**src/rtl/color_quant.sv**
```systemverilog
// Video colour quantiser: optional 2x2 ordered dither, then per-channel
// reduction to the three-level GA palette over a 2-stage pixel pipeline.

module cq_chan (
  input  logic [7:0] pix_i,
  input  logic [5:0] off_i,   // two's complement, -24..+24
  input  logic [7:0] adj1_i,  // stage-1 value to quantise
  input  logic       mode_i,
  output logic [7:0] adj_o,
  output logic [1:0] lvl_o
);
  logic [9:0] sum;
  logic [7:0] lo, hi;

  always_comb begin
    sum = {2'b00, pix_i} + {{4{off_i[5]}}, off_i};
    if (sum[9])      adj_o = 8'h00;
    else if (sum[8]) adj_o = 8'hFF;
    else             adj_o = sum[7:0];
  end

  always_comb begin
    lo = mode_i ? 8'h36 : 8'h37;
    hi = mode_i ? 8'hB3 : 8'hB1;
    if (adj1_i >= hi)      lvl_o = 2'b10;
    else if (adj1_i >= lo) lvl_o = 2'b01;
    else                   lvl_o = 2'b00;
  end
endmodule

module color_quant #(
  parameter int NUM_LANES = 3,
  parameter int VEC_W     = 8
) (
  input  logic       clk_vid,
  input  logic       reset_n,
  input  logic       ce_pix,
  input  logic       mode,
  input  logic       dither_en,
  input  logic [7:0] R_in,
  input  logic [7:0] G_in,
  input  logic [7:0] B_in,
  input  logic       HSync_in,
  input  logic       VSync_in,
  input  logic       HBlank_in,
  input  logic       VBlank_in,
  output logic [1:0] R_out,
  output logic [1:0] G_out,
  output logic [1:0] B_out,
  output logic [4:0] fw_colour,
  output logic       HSync_out,
  output logic       VSync_out,
  output logic       HBlank_out,
  output logic       VBlank_out,
  output logic       active_out
);
  // lane 2 = R, 1 = G, 0 = B
  logic [NUM_LANES-1:0][VEC_W-1:0] pix, adj_d, adj_q;
  logic [NUM_LANES-1:0][1:0]       lvl, code_d, code_q;
  logic [9:0] x_q, x_d;
  logic [8:0] y_q, y_d;
  logic       hb_prev_q;
  logic [5:0] off;
  logic       hs1_q, vs1_q, hb1_q, vb1_q, mode1_q;
  logic       hs2_q, vs2_q, hb2_q, vb2_q, act_q, act_d;
  logic [4:0] fw_q, fw_d;

  assign pix = {R_in, G_in, B_in};

  always_comb begin
    off = 6'd0;
    if (dither_en) begin
      case ({y_q[0], x_q[0]})
        2'b00:   off = 6'b101000; // -24
        2'b01:   off = 6'b001000; // +8
        2'b10:   off = 6'b011000; // +24
        default: off = 6'b111000; // -8
      endcase
    end
  end

  for (genvar i = 0; i < NUM_LANES; i++) begin : g_lane
    cq_chan u_chan (
      .pix_i  (pix[i]),
      .off_i  (off),
      .adj1_i (adj_q[i]),
      .mode_i (mode1_q),
      .adj_o  (adj_d[i]),
      .lvl_o  (lvl[i])
    );
  end

  // Vertical clear wins over an HBlank rise in the same pixel.
  always_comb begin
    x_d = HBlank_in ? 10'd0 : x_q + 10'd1;
    if (VBlank_in)                   y_d = 9'd0;
    else if (HBlank_in && !hb_prev_q) y_d = y_q + 9'd1;
    else                             y_d = y_q;
  end

  always_comb begin
    act_d  = !(hb1_q || vb1_q);
    code_d = act_d ? lvl : '0;
    fw_d   = 5'd9 * {3'b000, code_d[1]} + 5'd3 * {3'b000, code_d[2]}
           + {3'b000, code_d[0]};
  end

  always_ff @(posedge clk_vid or negedge reset_n) begin
    if (!reset_n) begin
      x_q       <= '0;
      y_q       <= '0;
      hb_prev_q <= 1'b0;
      adj_q     <= '0;
      hs1_q     <= 1'b0;
      vs1_q     <= 1'b0;
      hb1_q     <= 1'b0;
      vb1_q     <= 1'b0;
      mode1_q   <= 1'b0;
      code_q    <= '0;
      fw_q      <= '0;
      hs2_q     <= 1'b0;
      vs2_q     <= 1'b0;
      hb2_q     <= 1'b0;
      vb2_q     <= 1'b0;
      act_q     <= 1'b0;
    end else if (ce_pix) begin
      x_q       <= x_d;
      y_q       <= y_d;
      hb_prev_q <= HBlank_in;
      adj_q     <= adj_d;
      hs1_q     <= HSync_in;
      vs1_q     <= VSync_in;
      hb1_q     <= HBlank_in;
      vb1_q     <= VBlank_in;
      mode1_q   <= mode;
      code_q    <= code_d;
      fw_q      <= fw_d;
      hs2_q     <= hs1_q;
      vs2_q     <= vs1_q;
      hb2_q     <= hb1_q;
      vb2_q     <= vb1_q;
      act_q     <= act_d;
    end
  end

  assign R_out      = code_q[2];
  assign G_out      = code_q[1];
  assign B_out      = code_q[0];
  assign fw_colour  = fw_q;
  assign HSync_out  = hs2_q;
  assign VSync_out  = vs2_q;
  assign HBlank_out = hb2_q;
  assign VBlank_out = vb2_q;
  assign active_out = act_q;
endmodule
```
**config.mk**
```make
export PLATFORM = sky130hd
export DESIGN_NAME = color_quant
export DESIGN_NICKNAME = d
export VERILOG_FILES = /design/src/rtl/color_quant.sv
export SDC_FILE = /design/constraint.sdc
export NUM_CORES = 1
export LEC_CHECK = 0
export ABC_AREA = 1
export CORE_MARGIN = 2
export CORE_UTILIZATION = 30
export CTS_CLUSTER_DIAMETER = 60
export DETAILED_ROUTE_END_ITERATION = 7
export SLEW_MARGIN = 20
export SYNTH_ARGS = -nofsm -noshare
export SYNTH_HDL_FRONTEND = slang
export SYNTH_SLANG_ARGS = --single-unit
```
**constraint.sdc**
```tcl
create_clock -name clk_vid -period 8 [get_ports clk_vid]
set_input_delay 1.2 -clock clk_vid [delete_from_list [all_inputs] [get_ports clk_vid]]
set_output_delay 1.2 -clock clk_vid [all_outputs]
set_load 0.03 [all_outputs]
```
==> impl_metrics.ini <==
[worst_setup_path]
cp-end-kind = flip-flop
crit_family = compound AO/OA/AOI/OAI gates
setup.worst_path.start = mode1_q$_DFFE_PN0P_
start_kind = flip-flop
path_class = reg -> reg
crit_required_ns = 8.18
rrSetupSlack_ns = 4.71
rr_startpoint = mode1_q$_DFFE_PN0P_
crit_chain = inv_1 > ha_1 > o211ai_1 > a21oi_1 > o21ai_0 > fa_1 > inv_1 > nand3_1 > nand2_1 > fa_1 > nand2_1 > o21bai_1 > xor2_1 > o21ai_1
crit_arrival_ns = 3.47
cp_max_fo = 7
crit_slowest_cell = o21ai_0
r2r_cells = 14
path_buf_inv = 2
slowest_delay_ns = 0.58
r2r-end = fw_colour[4]$_DFFE_PN0P_

[detailed_routing]
post_drt_wl_per_cell_um = 11.8
dr.pass1.iters = 4
ant_nets = 0
drt-initial-drc-count = 139
via_per_inst = 4.42
drc = 0
routed_wl_um = 6860
vias = 2577

[timing]
fin_skew_ns = 0.00900
period_share_pct = 41.1
setup_viol = 0
tightestPinTransition_ns = 0.713
fmax_ghz = 0.304
finalHoldViolCount = 0
max-slew-margin-rel_pct = 52.0
layout_min_cycle_time_ns = 3.29
slew_viol_final = 0
post-route-worst-setup-slack_ns = 4.71
fin_tns_setup_ns = 0
rsz0062_at_grt = false

[power]
power_density_nw_per_um2 = 218
cellLeakagePower_nw = 2.03
ir_worst_vdd_uv = 114

[synthesis]
synth-seq-cells = 47
syn_inst = 396
synthesis.area_um2 = 3210
yosys.area_share.adder_pct = 14.7
yosys.area_share.simple_pct = 27.7
synth-compound-area-share_pct = 11.3
syn_avg_cell_area_um2 = 8.10
muxShareOfSynthArea_pct = 0
ys_seq_area_share_pct = 36.7
synth_fp_nets = 463
synthXorXnorAreaFrac_pct = 3.00
synth_top_family_by_area = simple AND/OR/NAND/NOR gates
ys_types = 34
ys_warn_count = 0

[clock_tree]
root_buffer = clkbuf_8
h-tree-depth = 2
cts_buffers = 5
holdBufCountCts = 0
cts.path.max_buffers = 2
path_clk_slew_ns = 0.09
post_cts_buffers = 0
postCtsResizedCells = 0
cts_tree = yes
cts.sinks = 47
worstSkewPairLatency_ns = 0.31

[placed_design]
portBuffers = 48
dp.cells = 575
dp_worst_setup_slack_ns = 4.43
dp_hpwl_um = 5420
gp_congestion = 0.814

[cells_and_area]
nNetsFinal = 513
stdcell_count = 583
n_antenna_cell = 0
drive_above_1_share_pct = 9.17
synthToLayoutAreaGrowth_pct = 24.2

[min_path]
holdPathStages = 2
min_to = HSync_out$_DFFE_PN0P_
min_path_type = reg -> reg
hold_path_startpoint = HSync_out$_DFFE_PN0P_

[floorplanning]
fp-row-count = 37
core_um2 = 10400
initial_core_util_pct = 30.9
die_w_um = 107
fp.dieH_um = 107
ioPinCount = 49
die-area_um2 = 11500

[global_routing]
grt_usage_pct = 12.8
grt_first_pass_wirelength_um = 12000
grt.overflow.total = 0
grt_max_degree = 48
antenna_found_initial = 0
grt_pass1_vias = 2505

[run]
drv_cap = 0

[run_status]
status = finished clean
## cell usage in the layout (no fill, tap or decap), types with 4 or more instances in the layout
cell and instances:
nor2_1 14, a21oi_2 5, o21ai_2 4, inv_1 46, fa_1 6, o21ai_1 17, nand3_1 18, a21oi_1 7
clkdlybuf4s50_1 47, nand2_1 133, dfrtp_1 47, xnor2_1 4, a21o_1 6, nand2_4 4, clkbuf_8 5, o21ai_0 14
ha_1 28, xor2_1 7
## state kept, by name, summed over array words and instances (netlist names)
signal / flops
B_out: 2
G_out: 2
HBlank_out: 1
HSync_out: 1
R_out: 2
VBlank_out: 1
VSync_out: 1
active_out: 1
adj_q: 24
fw_colour: 5
hb1_q: 1
hs1_q: 1
mode1_q: 1
vb1_q: 1
vs1_q: 1
x_q: 1
y_q: 1
## report_power, final
group | leakage, nW | internal, mW | switching [mW]
Sequential | 0.592 | 0.287 | 0.0319
Combinational | 1.37 | 0.136 | 0.202
Clock | 0.0703 | 0.127 | 0.0840
Total | 2.03 | 0.549 | 0.318
## area by class of cell
cell class | count | area (um2)
tap | 136 | 170
inverter | 49 | 186
clock inverter | 3 | 71.3
timing repair buffer | 50 | 493
fill | 1109 | 6390
sequential | 47 | 1180
multi-input combinational | 293 | 1820
clock buffer | 5 | 68.8
## stage by stage
stage | hold slack, ns | total power, mW | cell area (um2) | utilization (%)
6_report | 0.481 | 0.868 | 3980 | 38.4
5_1_grt | 0.510 | 0.938 | 3980 | 38.4
4_1_cts | 0.486 | 0.879 | 3980 | 38.4
3_5_place_dp | 0.463 | 0.663 | 3840 | 37.0
3_3_place_gp | 0.456 | 0.655 | 3840 | 37.0
2_1_floorplan | 0.442 | 0.556 | 3210 | -
## worst max path at each step
stage | end | depth (start not counted) | slack, ns
final | fw_colour[4]$_DFFE_PN0P_ | 14 | 4.71
after global routing | fw_colour[4]$_DFFE_PN0P_ | 17 | 4.50
after CTS | fw_colour[4]$_DFFE_PN0P_ | 14 | 4.70
after detailed placement | adj_q[10]$_DFFE_PN0P_ | 11 | 4.43
after global placement | adj_q[3]$_DFFE_PN0P_ | 11 | 4.49
after floorplan | fw_colour[4]$_DFFE_PN0P_ | 17 | 5.22
## worst reg2reg max path: cells and delay by family, from the launching register on
| family | cells | cell delay, ns |
|---|---|---|
| adder cells (fa/ha/maj) | 3 | 1.03 |
| AO/OA/AOI/OAI | 5 | 1.08 |
| XOR/XNOR | 1 | 0.16 |
| buffers and inverters | 2 | 0.28 |
| flip-flops | 1 | 0.36 |
| AND/OR/NAND/NOR | 3 | 0.26 |
## synth_stat cells (all sizes together)
master | number | area, um2
buf | 2 | 8.75
clkinv | 1 | 3.75
a21o | 6 | 45.0
o211ai | 2 | 15.0
nor3 | 2 | 21.3
dfrtp | 47 | 1180
inv | 48 | 183
nor2 | 21 | 125
ha | 28 | 350
clkbuf | 5 | 18.8
a31oi | 3 | 18.8
o21bai | 2 | 15.0
or2 | 1 | 6.26
nand2 | 140 | 563
fa | 6 | 120
nand4 | 6 | 82.6
a21oi | 12 | 78.8
xnor2 | 4 | 35.0
nand3 | 18 | 90.1
xor2 | 7 | 61.3
o21ai | 35 | 190
## per-layer routing
layer	vias to the layer above	wire length [um]	track usage [%]	share of wire (%)
met1	1156	3440	17.8	50
met4	0	73	3.02	1.1
met5	-	0	0	0
met3	5	232	1.82	3.4
met2	51	3110	21.1	45
li1	1365	-	-	-
## logic make-up (layout without fill, tap and decap cells)
kind of cell               after synthesis  after routing
and+or+nand+nor                        188            188
xor gates and xnor gates                11             11
AOI/OAI and AO/OA                       60             60
adders and majority gates               34             34
buffers and inverters                   56            107
DFF                                     47             47
Power figures use the tool's default switching activity.
